[src/rtl/timer_pkg.sv]
// Shared types and constants for the countdown control stage.
package timer_pkg;

  localparam int unsigned STATE_W      = 3;
  localparam int unsigned TICK_DIV_MIN = 2;

  typedef enum logic [STATE_W-1:0] {
    ST_IDLE = 3'd0,
    ST_LOAD = 3'd1,
    ST_RUN  = 3'd2,
    ST_HOLD = 3'd3,
    ST_DONE = 3'd4
  } state_t;

  // Prescaler counter width for a given divide ratio (never below one bit).
  function automatic int unsigned cnt_width(input int unsigned div);
    return (div <= 2) ? 1 : $clog2(div);
  endfunction

endpackage

[src/rtl/tick_prescaler.sv]
// Divides clk into single-cycle tick pulses; the counter freezes whenever run is low.
module tick_prescaler
  import timer_pkg::*;
#(
  parameter  int unsigned TICK_DIV = 50_000_000,
  localparam int unsigned CNT_W    = cnt_width(TICK_DIV)
) (
  input  logic             clk,
  input  logic             rst,
  input  logic             clear,
  input  logic             run,
  input  logic             gate,
  output logic             tick,
  output logic [CNT_W-1:0] cnt
);

  localparam logic [CNT_W-1:0] CNT_MAX = CNT_W'(TICK_DIV - 1);

  // Clear wins over run so a stop or load always restarts the period from zero.
  always_ff @(posedge clk) begin
    if (rst) begin
      cnt <= '0;
    end else if (clear) begin
      cnt <= '0;
    end else if (run) begin
      cnt <= (cnt == CNT_MAX) ? '0 : cnt + CNT_W'(1);
    end
  end

  // gate lets the parent suppress the final tick once the chain already reads zero.
  assign tick = run && gate && (cnt == CNT_MAX);

endmodule

[src/rtl/countdown_ctrl.sv]
// Sequences load, run, pause and expiry for a digitTimer chain and drives its tick.
module countdown_ctrl
  import timer_pkg::*;
#(
  parameter int unsigned TICK_DIV = 50_000_000
) (
  input  logic       clk,
  input  logic       rst,
  input  logic       start,
  input  logic       pause,
  input  logic       stop,
  input  logic       digits_zero,
  output logic       reconfig,
  output logic       enable,
  output logic       tick,
  output logic       expired,
  output logic       done,
  output logic [2:0] state
);

  localparam int unsigned CNT_W = cnt_width(TICK_DIV);

  if (TICK_DIV < TICK_DIV_MIN) begin : g_div_check
    $error("countdown_ctrl: TICK_DIV must be at least %0d", TICK_DIV_MIN);
  end

  state_t           state_q;
  state_t           state_d;
  logic             expired_d;
  logic             pre_clear;
  logic [CNT_W-1:0] cnt;

  always_ff @(posedge clk) begin
    if (rst) begin
      state_q <= ST_IDLE;
    end else begin
      state_q <= state_d;
    end
  end

  // Request priority: stop, then start, then pause; start is ignored while running.
  always_comb begin
    state_d   = state_q;
    expired_d = 1'b0;
    if (stop) begin
      state_d = ST_IDLE;
    end else begin
      unique case (state_q)
        ST_IDLE: if (start) state_d = ST_LOAD;
        ST_LOAD: state_d = ST_RUN;
        ST_RUN: begin
          if (digits_zero) begin
            state_d = ST_DONE;
          end else if (pause) begin
            state_d = ST_HOLD;
          end
        end
        ST_HOLD: if (start) state_d = ST_RUN;
        ST_DONE: if (start) state_d = ST_LOAD;
        default: state_d = ST_IDLE;
      endcase
    end
    expired_d = (state_q == ST_RUN) && (state_d == ST_DONE);
  end

  // Outputs are registered from the next state so they line up with state_q.
  always_ff @(posedge clk) begin
    if (rst) begin
      reconfig <= 1'b0;
      enable   <= 1'b0;
      done     <= 1'b0;
      expired  <= 1'b0;
    end else begin
      reconfig <= (state_d == ST_LOAD);
      enable   <= (state_d == ST_RUN);
      done     <= (state_d == ST_DONE);
      expired  <= expired_d;
    end
  end

  assign state     = state_q;
  assign pre_clear = stop || (state_q == ST_LOAD);

  tick_prescaler #(
    .TICK_DIV (TICK_DIV)
  ) u_prescaler (
    .clk   (clk),
    .rst   (rst),
    .clear (pre_clear),
    .run   (enable),
    .gate  (!digits_zero),
    .tick  (tick),
    .cnt   (cnt)
  );

  // A paused count must resume exactly where it stopped.
  a_hold_freezes: assert property (
    @(posedge clk) disable iff (rst)
    (state_q == ST_HOLD && !stop) |=> (cnt == $past(cnt))
  );

endmodule

[config.mk]
export PLATFORM = sky130hd
export DESIGN_NAME = countdown_ctrl
export DESIGN_NICKNAME = d
export VERILOG_FILES = /design/src/rtl/timer_pkg.sv /design/src/rtl/tick_prescaler.sv /design/src/rtl/countdown_ctrl.sv
export SDC_FILE = /design/constraint.sdc
export NUM_CORES = 1
export LEC_CHECK = 0
export ABC_AREA = 1
export BUFFER_PORTS_ARGS = -buffer_cell sky130_fd_sc_hd__buf_2
export CORE_MARGIN = 8
export CORE_UTILIZATION = 42
export DETAILED_ROUTE_END_ITERATION = 8
export HOLD_SLACK_MARGIN = 0.15
export PLACE_DENSITY = 0.61
export SLEW_MARGIN = 15
export SYNTH_ARGS = -nofsm -noshare
export SYNTH_HDL_FRONTEND = slang
export SYNTH_SLANG_ARGS = --single-unit
[constraint.sdc]
create_clock -name clk -period 1.79 [get_ports clk]
set_input_delay 0.358 -clock clk [delete_from_list [all_inputs] [get_ports clk]]
set_output_delay 0.358 -clock clk [all_outputs]
set_load 0.01 [all_outputs]
==> results of run 1 <==
[critical path, delay by kind of cell (launching register included)]
kind	cells	cell delay, ns
buf+inv	2	0.19
simple gates	6	0.61
flops	1	0.33
[cell usage after synthesis]
master	number	area [um^2]
a31oi_1	1	6.26
a21oi_1	7	35.0
nand2_2	7	43.8
nor2_8	1	20.0
nand2_1	58	218
nor2_4	6	67.6
nor2_1	65	244
dfxtp_1	33	661
nand3_1	27	135
ha_1	1	12.5
buf_6	1	11.3
inv_1	33	124
nand3_2	2	20.0
inv_2	1	3.75
o211ai_1	1	7.51
nor3_1	2	10.0
xor2_1	4	35.0
nand2_4	1	11.3
xnor2_1	4	35.0
o22ai_1	2	12.5
or2_2	1	6.26
nand3b_1	1	7.51
mux2i_1	1	10.0
o21ai_0	1	5.00
nand4_1	2	12.5
buf_4	2	15.0
nor2_2	4	25.0
[registers in the layout, indices dropped and copies added (netlist names)]
| name | cells |
|---|---|
| u_prescaler.cnt | 26 |
| state | 3 |
| done | 1 |
| enable | 1 |
| expired | 1 |
| reconfig | 1 |
[logic make-up (layout without fill, tap and decap cells)]
group                      after synthesis  in the layout  share of synthesized area
xor gates and xnor gates                 8              8                     0.0390
buffers and inverters                   37             60                     0.0858
and+or+nand+nor                        177            177                      0.457
DFF                                     33             33                      0.368
AOI/OAI and AO/OA                       12             12                     0.0370
muxes                                    1              1                    0.00558
adders and majority gates                1              1                    0.00697
[worst paths after layout]
| path | from | to | cells past startpoint |
|---|---|---|---|
| min | rst | done | 2 |
| min reg2reg | u_prescaler.cnt[21] | u_prescaler.cnt[21] | 2 |
| max | u_prescaler.cnt[18] | tick | 8 |
| max reg2reg | u_prescaler.cnt[18] | u_prescaler.cnt[0] | 9 |
[metrics by stage]
| step | total power [mW] | setup TNS, ns | instance area, um^2 | hold WS, ns |
|---|---|---|---|---|
| floorplan | 0.788 | 0 | 1790 | 0.430 |
| global placement | 0.810 | 0 | 1930 | 0.461 |
| detailed placement | 0.809 | 0 | 1930 | 0.482 |
| CTS | 1.38 | 0 | 2030 | 0.291 |
| global route | 1.42 | -0.119 | 2050 | 0.306 |
| finish | 1.36 | 0 | 2050 | 0.297 |
[final cells by class]
class,count,area (um^2),area share
clock buffer,7,86.3,0.0422
inverter,34,128,0.0623
multi-input combinational,199,990,0.483
sequential,33,672,0.328
tap,50,62.6,0.0305
timing repair buffer,19,110,0.0538
[metal layers]
metal | global-route usage | vias to the layer above | share of wire
met4 | 0.0696 | 0 | 0.019
met2 | 0.195 | 17 | 0.43
met1 | 0.183 | 731 | 0.52
li1 | - | 880 | -
met3 | 0.0309 | 6 | 0.024
met5 | 0 | - | 0
[power groups by stage]
stage | Clock (mW) | Combinational, mW | Sequential (mW)
floorplan | 0 | 0.0306 | 0.757
global placement | 0 | 0.0537 | 0.756
detailed placement | 0 | 0.0532 | 0.756
CTS | 0.584 | 0.0535 | 0.739
global route | 0.619 | 0.0594 | 0.738
finish | 0.567 | 0.0533 | 0.738
[repair_timing]
item / CTS / global route
endpoints found under the setup margin: 1 / 1
pin swaps: 2 / 3
buffers inserted: 1 / 1
resized for setup: 7 / 7
==> flow_metrics.py, run 1 <==
metrics = {
    "setup_path": {
        "crit_path_start_kind": "flop",
        "path_cells": "inv_2 -> nand2_1 -> nor2_1 -> nand3_1 -> nor2_1 -> nand2_2 -> nor2_1 -> buf_2",
        "crit_path_end_kind": "primary output",
        "crit_top_cell": "nor2_1",
        "critPathMaxFanout": 4,
        "criticalPathCategory": "flop to primary output",
        "worstPathRequired_ns": 1.43,
        "cp.arrival_ns": 1.42,
        "slowest_stage": "dfxtp_2",
        "reg2reg_slack_ns": 0.33,
        "slowest_delay_ns": 0.33,
    },
    "timing": {
        "worst_slack_ns": 0.0162,
        "setup_viol": 0,
        "rsz0062_at_grt": "true",
        "hold_violations": 0,
        "slew_viol_final": 0,
        "period_share": 0.991,
        "worst_pin_slew_ns": 0.269,
        "fmax_mhz": 564,
        "slew_headroom": 0.820,
        "layout_min_cycle_time_ns": 1.77,
        "clock_skew_ns": 0.00423,
    },
    "die": {
        "dieArea_mm2": 0.00662,
        "die_height_um": 81.4,
        "num_rows": 23,
        "core_area_mm2": 0.00406,
        "start_util": 0.442,
        "die_w_um": 81.4,
        "ios": 14,
    },
    "placement": {
        "gp_congestion": 0.861,
        "dp_hpwl_mm": 3.04,
        "pre_cts_ws_ns": 0.242,
        "portBuffers": 13,
        "dp.cells": 333,
    },
    "final_layout": {
        "final_common_cell": "nor2_1",
        "final_cell_mix": "nor2_1, nand2_1, inv_1, nand3_1, dfxtp_1",
        "fill_cells": 436,
        "final_cells": 342,
        "areaGrowthSynthToFinish_pct": 14.2,
        "drive_above_1_share": 0.209,
        "antennaDiodeCount": 0,
        "fin_nets": 299,
        "finish.utilization": 0.505,
    },
    "cts": {
        "cts_tree": "yes",
        "cts.reportedPaths.clkPinSlew_ns": 0.07,
        "holdBufCountCts": 0,
        "clock_sinks": 33,
        "clockBufferDepth": 2,
        "worstSkewPairLatency_ns": 0.29,
        "cts-buffers-inserted": 5,
        "cts-root-buf": "clkbuf_8",
        "cts-htree-levels": 2,
    },
    "power": {
        "leakage_nw": 0.816,
        "comb_power_share": 0.039,
        "p_int_mw": 1.06,
        "pwr-share-seq": 0.543,
        "power.share.clock": 0.417,
        "p_sw_frac": 0.219,
        "p_per_area_mw_per_mm2": 663,
        "switchingPower_uw": 298,
        "vdd_drop_max_uv": 348,
    },
    "global_routing": {
        "grt_pass1_vias": 1521,
        "antenna_found_initial": 0,
        "track_usage": 0.135,
        "grt_pass1_wl_mm": 6.98,
        "overflow": 0,
        "grt_max_degree": 12,
    },
    "yosys": {
        "syn_area_mm2": 0.00179,
        "syn_area_per_cell_um2": 6.67,
        "synth_seq_area_share": 0.368,
        "ys_seq_elements": 33,
        "syn_inst": 269,
        "synth-warning-count": 0,
        "syn_nets": 276,
        "synth_cell_types": 27,
    },
    "min_path": {
        "min_path_type": "input pin to flop",
    },
    "drt": {
        "routed_wl_mm": 4.02,
        "ant_nets": 0,
        "drt_iter0_drc": 89,
        "first_pass_iters": 5,
        "num_vias": 1634,
        "wl_per_cell_um": 11.7,
        "drcViolationCount": 0,
        "via_per_inst": 4.78,
    },
    "run": {
        "maxCapViolCount": 0,
    },
    "outcome": {
        "status": "completed",
    },
}
Note: power is estimated with default switching activity, not from simulation.
==> inputs of run 2 (changes only) <==
- CELL_PAD_IN_SITES_DETAIL_PLACEMENT: not set -> 0
- CELL_PAD_IN_SITES_GLOBAL_PLACEMENT: not set -> 1
- PLACE_DENSITY: 0.61 -> 0.8
==> flow_metrics.py, run 2 (synthesized netlist as in run 1, its figures left out) <==
metrics = {
    "setup_path": {
        "cp.arrival_ns": 1.33,
        "slowest_stage": "dfxtp_2",
        "crit_path_end_kind": "primary output",
        "criticalPathCategory": "flop to primary output",
        "crit_buf_inv": 1,
        "worstPathRequired_ns": 1.43,
        "path_cells": "nand2_2 -> nor2_4 -> nand2_2 -> nor2_2 -> nand2_2 -> nor2_1 -> buf_2",
        "crit_path_start_kind": "flop",
        "crit_top_cell": "nand2_2",
        "slowest_delay_ns": 0.36,
        "critPathTopFamily": "simple AND/OR/NAND/NOR gates",
        "critPathMaxFanout": 3,
    },
    "final_layout": {
        "antennaDiodeCount": 0,
        "largest-register": "u_prescaler.cnt",
        "final_common_cell": "nor2_1",
        "fin_nets": 306,
        "drive_above_1_share": 0.280,
        "areaGrowthSynthToFinish_pct": 18.5,
        "final_cells": 350,
        "largest_reg_flops": 26,
        "final_cell_mix": "nor2_1, nand2_1, inv_1, nand3_1, dfxtp_2",
    },
    "power": {
        "p_sw_frac": 0.237,
        "pwr-share-seq": 0.548,
        "comb_power_share": 0.042,
        "p_per_area_mw_per_mm2": 634,
        "p_int_mw": 1.03,
        "switchingPower_uw": 320,
        "leakage_nw": 0.878,
        "power.share.clock": 0.410,
        "vdd_drop_max_uv": 387,
    },
    "timing": {
        "setup_viol": 0,
        "hold_violations": 0,
        "final.setup.tns_ns": 0,
        "fmax_mhz": 594,
        "rsz0062_at_grt": "false",
        "period_share": 0.940,
        "worst_slack_ns": 0.107,
        "layout_min_cycle_time_ns": 1.68,
        "clock_skew_ns": 0.00526,
        "slew_viol_final": 0,
        "slew_headroom": 0.786,
        "worst_pin_slew_ns": 0.320,
    },
    "cts": {
        "worstSkewPairLatency_ns": 0.29,
        "clockBufferDepth": 2,
        "cts-root-buf": "clkbuf_8",
        "cts-buffers-inserted": 5,
        "cts-htree-levels": 2,
        "cts.reportedPaths.clkPinSlew_ns": 0.07,
        "clock_sinks": 33,
        "cts_tree": "yes",
        "holdBufCountCts": 0,
    },
    "drt": {
        "met2_length_mm": 1.92,
        "drt_iter0_drc": 102,
        "num_vias": 1699,
        "ant_nets": 0,
        "wl_met1_mm": 2.07,
        "first_pass_iters": 5,
        "routed_wl_mm": 4.25,
        "dr_wl_met3_um": 217,
        "routed.top_layer": "met4",
        "via_per_inst": 4.85,
        "wl_per_cell_um": 12.2,
        "drcViolationCount": 0,
    },
    "die": {
        "dieArea_mm2": 0.00662,
        "die_w_um": 81.4,
        "num_rows": 23,
        "die_height_um": 81.4,
        "core_area_mm2": 0.00406,
        "start_util": 0.442,
        "ios": 14,
    },
    "placement": {
        "dp.cells": 338,
        "dp_hpwl_mm": 3.15,
        "portBuffers": 13,
        "gp_congestion": 0.778,
        "pre_cts_ws_ns": 0.217,
    },
    "global_routing": {
        "antenna_found_initial": 0,
        "track_usage": 0.137,
        "grt_pass1_vias": 1552,
        "grt_pass1_wl_mm": 7.04,
        "grt_max_degree": 11,
        "overflow": 0,
    },
    "outcome": {
        "status": "completed",
    },
    "min_path": {
        "min_path_type": "input pin to flop",
    },
    "run": {
        "maxCapViolCount": 0,
    },
}
## run 2: cell count changes in the layout (fill, tap and decap cells not counted), moves of 2 or more
| cell | before | now |
|---|---|---|
| nand2_1 | 57 | 55 |
| buf_4 | 6 | 13 |
| dfxtp_2 | 6 | 17 |
| dfxtp_1 | 26 | 16 |
| nor2_1 | 63 | 61 |
| clkinv_2 | 0 | 2 |
## run 2: worst paths after layout
kind                       startpoint             endpoint  slack [ns]  cells past startpoint
setup / recovery  u_prescaler.cnt[14]                 tick        0.11                      7
hold / removal                    rst             state[2]        0.30                      2
setup reg to reg  u_prescaler.cnt[13]  u_prescaler.cnt[25]        0.32                      8
hold reg to reg   u_prescaler.cnt[22]  u_prescaler.cnt[22]        0.50                      2
## run 2: final cells by class
cell class / instances / area (um^2)
repair buffers: 26 / 163
inverters: 34 / 128
flip-flops and latches: 33 / 682
well taps: 50 / 62.6
clock buffers: 6 / 72.6
multi-input cells: 199 / 1010
fillers: 417 / 1930
clock inverters: 2 / 10.0
## run 2: per-layer routing
layer	vias up	GRT usage
met4	0	0.0429
li1	894	-
met2	30	0.213
met5	-	0
met3	6	0.0353
met1	769	0.179
## run 2: power groups by stage
stage | clock, mW | sequential, mW | combinational (mW)
finish | 0.553 | 0.739 | 0.0564
global placement | 0 | 0.756 | 0.0568
detailed placement | 0 | 0.756 | 0.0559
floorplan | 0 | 0.757 | 0.0306
CTS | 0.563 | 0.739 | 0.0560
global route | 0.595 | 0.739 | 0.0635
## run 2: timing repair
| item | CTS | global route |
|---|---|---|
| cloned | 0 | 0 |
| endpoints found under the setup margin | 1 | 1 |
| setup buffers | 1 | 3 |
| pin swaps | 1 | 5 |
| gates resized for setup | 0 | 30 |
## run 2: stage by stage
step / utilization / instance area [um^2] / power (mW) / hold slack [ns]
floorplan: - / 1790 / 0.788 / 0.430
finish: 0.524 / 2130 / 1.35 / 0.304
global route: 0.524 / 2130 / 1.40 / 0.312
CTS: 0.506 / 2050 / 1.36 / 0.299
detailed placement: 0.484 / 1960 / 0.812 / 0.479
global placement: 0.484 / 1960 / 0.813 / 0.464
==> inputs of run 3 (changes only) <==
- GPL_TIMING_DRIVEN: not set -> 0
- RECOVER_POWER: not set -> 25
==> flow_metrics.py, run 3 (synthesized netlist as in run 1, its figures left out) <==
metrics = {
    "outcome": {
        "status": "completed",
    },
    "die": {
        "num_rows": 23,
        "start_util": 0.442,
        "ios": 14,
        "dieArea_mm2": 0.00662,
        "die_height_um": 81.4,
        "core_area_mm2": 0.00406,
        "die_w_um": 81.4,
    },
    "placement": {
        "gp_congestion": 0.825,
        "portBuffers": 13,
        "dp_hpwl_mm": 3.09,
        "placed_area_mm2": 0.00192,
        "pre_cts_ws_ns": 0.0808,
    },
    "setup_path": {
        "crit_path_start_kind": "flop",
        "r2r_cells": 7,
        "critical_path.startpoint": "u_prescaler.cnt[10]",
        "cp.arrival_ns": 1.36,
        "critPathMaxFanout": 4,
        "crit_path_end_kind": "primary output",
        "reg2reg_slack_ns": 0.24,
        "criticalPathCategory": "flop to primary output",
        "worstPathRequired_ns": 1.43,
        "r2r-start": "state[1]",
    },
    "global_routing": {
        "track_usage": 0.133,
        "overflow": 0,
        "grt_pass1_vias": 1447,
        "antenna_found_initial": 0,
        "globalRouteMet2Util": 0.186,
        "gr-usage-met1": 0.193,
        "use_met3": 0.0364,
        "busiest_layer": "met1",
        "grt_max_degree": 11,
        "grt_pass1_wl_mm": 6.85,
    },
    "timing": {
        "hold_violations": 0,
        "worst_slack_ns": 0.0761,
        "slew_headroom": 0.767,
        "period_share": 0.957,
        "final.setup.tns_ns": 0,
        "clock_skew_ns": 0.00542,
        "worst_pin_slew_ns": 0.349,
        "setup_viol": 0,
        "slew_viol_final": 0,
        "fmax_mhz": 583,
        "layout_min_cycle_time_ns": 1.71,
    },
    "final_layout": {
        "fill_cells": 409,
        "areaGrowthSynthToFinish_pct": 23.9,
        "final_cell_mix": "nor2_1, nand2_1, inv_1, nand3_1, buf_4",
        "antennaDiodeCount": 0,
        "fin_nets": 310,
        "stdcell_area_mm2": 0.00222,
        "final_common_cell": "nor2_1",
        "drive_above_1_share": 0.304,
        "largest_reg_flops": 26,
        "multi_input_area_mm2": 0.00105,
        "largest-register": "u_prescaler.cnt",
        "regArea_um2": 709,
    },
    "min_path": {
        "min_path_cells": 2,
        "min_path_type": "input pin to flop",
        "worstHoldStart": "rst",
    },
    "cts": {
        "cts_tree": "yes",
        "clock_sinks": 33,
        "worstSkewPairLatency_ns": 0.29,
        "cts.reportedPaths.clkPinSlew_ns": 0.07,
        "cts-root-buf": "clkbuf_8",
        "clockBufferDepth": 2,
        "cts-htree-levels": 2,
        "cts-buffers-inserted": 5,
        "holdBufCountCts": 0,
    },
    "drt": {
        "via_per_inst": 4.66,
        "num_vias": 1645,
        "routed_wl_mm": 4.32,
        "drcViolationCount": 0,
        "drt_iter0_drc": 94,
        "ant_nets": 0,
        "first_pass_iters": 4,
        "wl_per_cell_um": 12.2,
    },
    "run": {
        "maxCapViolCount": 0,
    },
    "power": {
        "report.power.total_mw": 1.36,
        "leakage_nw": 0.895,
        "p_per_area_mw_per_mm2": 611,
        "vdd_drop_max_uv": 447,
    },
}
## run 3: worst paths after layout
check,to
max,tick
max reg2reg,u_prescaler.cnt[15]
min,state[2]
min reg2reg,u_prescaler.cnt[13]
## run 3: timing repair
item,4_1_cts,5_1_grt
gates resized for setup,16,38
pin swaps,5,11
endpoints found under the hold margin,0,0
endpoints found under the setup margin,1,1
buffers inserted,7,9
## run 3: where the power goes
| group | switching, mW | internal [mW] |
|---|---|---|
| Sequential | 0.00234 | 0.723 |
| Combinational | 0.0326 | 0.0171 |
| Clock | 0.279 | 0.304 |
| Total | 0.314 | 1.04 |
## run 3: cell type report
cell class,count,share of cell area
Buffer,1,0.00338
Clock buffer,6,0.0371
Clock inverter,1,0.00338
Inverter,34,0.0574
Multi-Input combinational cell,199,0.471
Sequential cell,33,0.319
Tap cell,50,0.0281
Timing Repair Buffer,29,0.0805
## run 3: critical path, cell delays in order (launching register included)
cell and delay (ns):
dfxtp_1 0.35, nor2_1 0.16, nand3_2 0.13, nor2_2 0.12
nand2_2 0.10, nor2_1 0.09, buf_2 0.13
## run 3: metal layers
| metal | up-vias | wire [um] |
|---|---|---|
| met5 | - | 0 |
| li1 | 902 | - |
| met4 | 0 | 63 |
| met1 | 704 | 2260 |
| met3 | 9 | 188 |
| met2 | 30 | 1810 |
## run 3: through the flow
step,util,instances,hold WS (ns)
floorplan,-,269,0.430
finish,0.548,353,0.297
global route,0.548,353,0.301
CTS,0.516,346,0.290
global placement,0.474,332,0.466
detailed placement,0.474,332,0.475
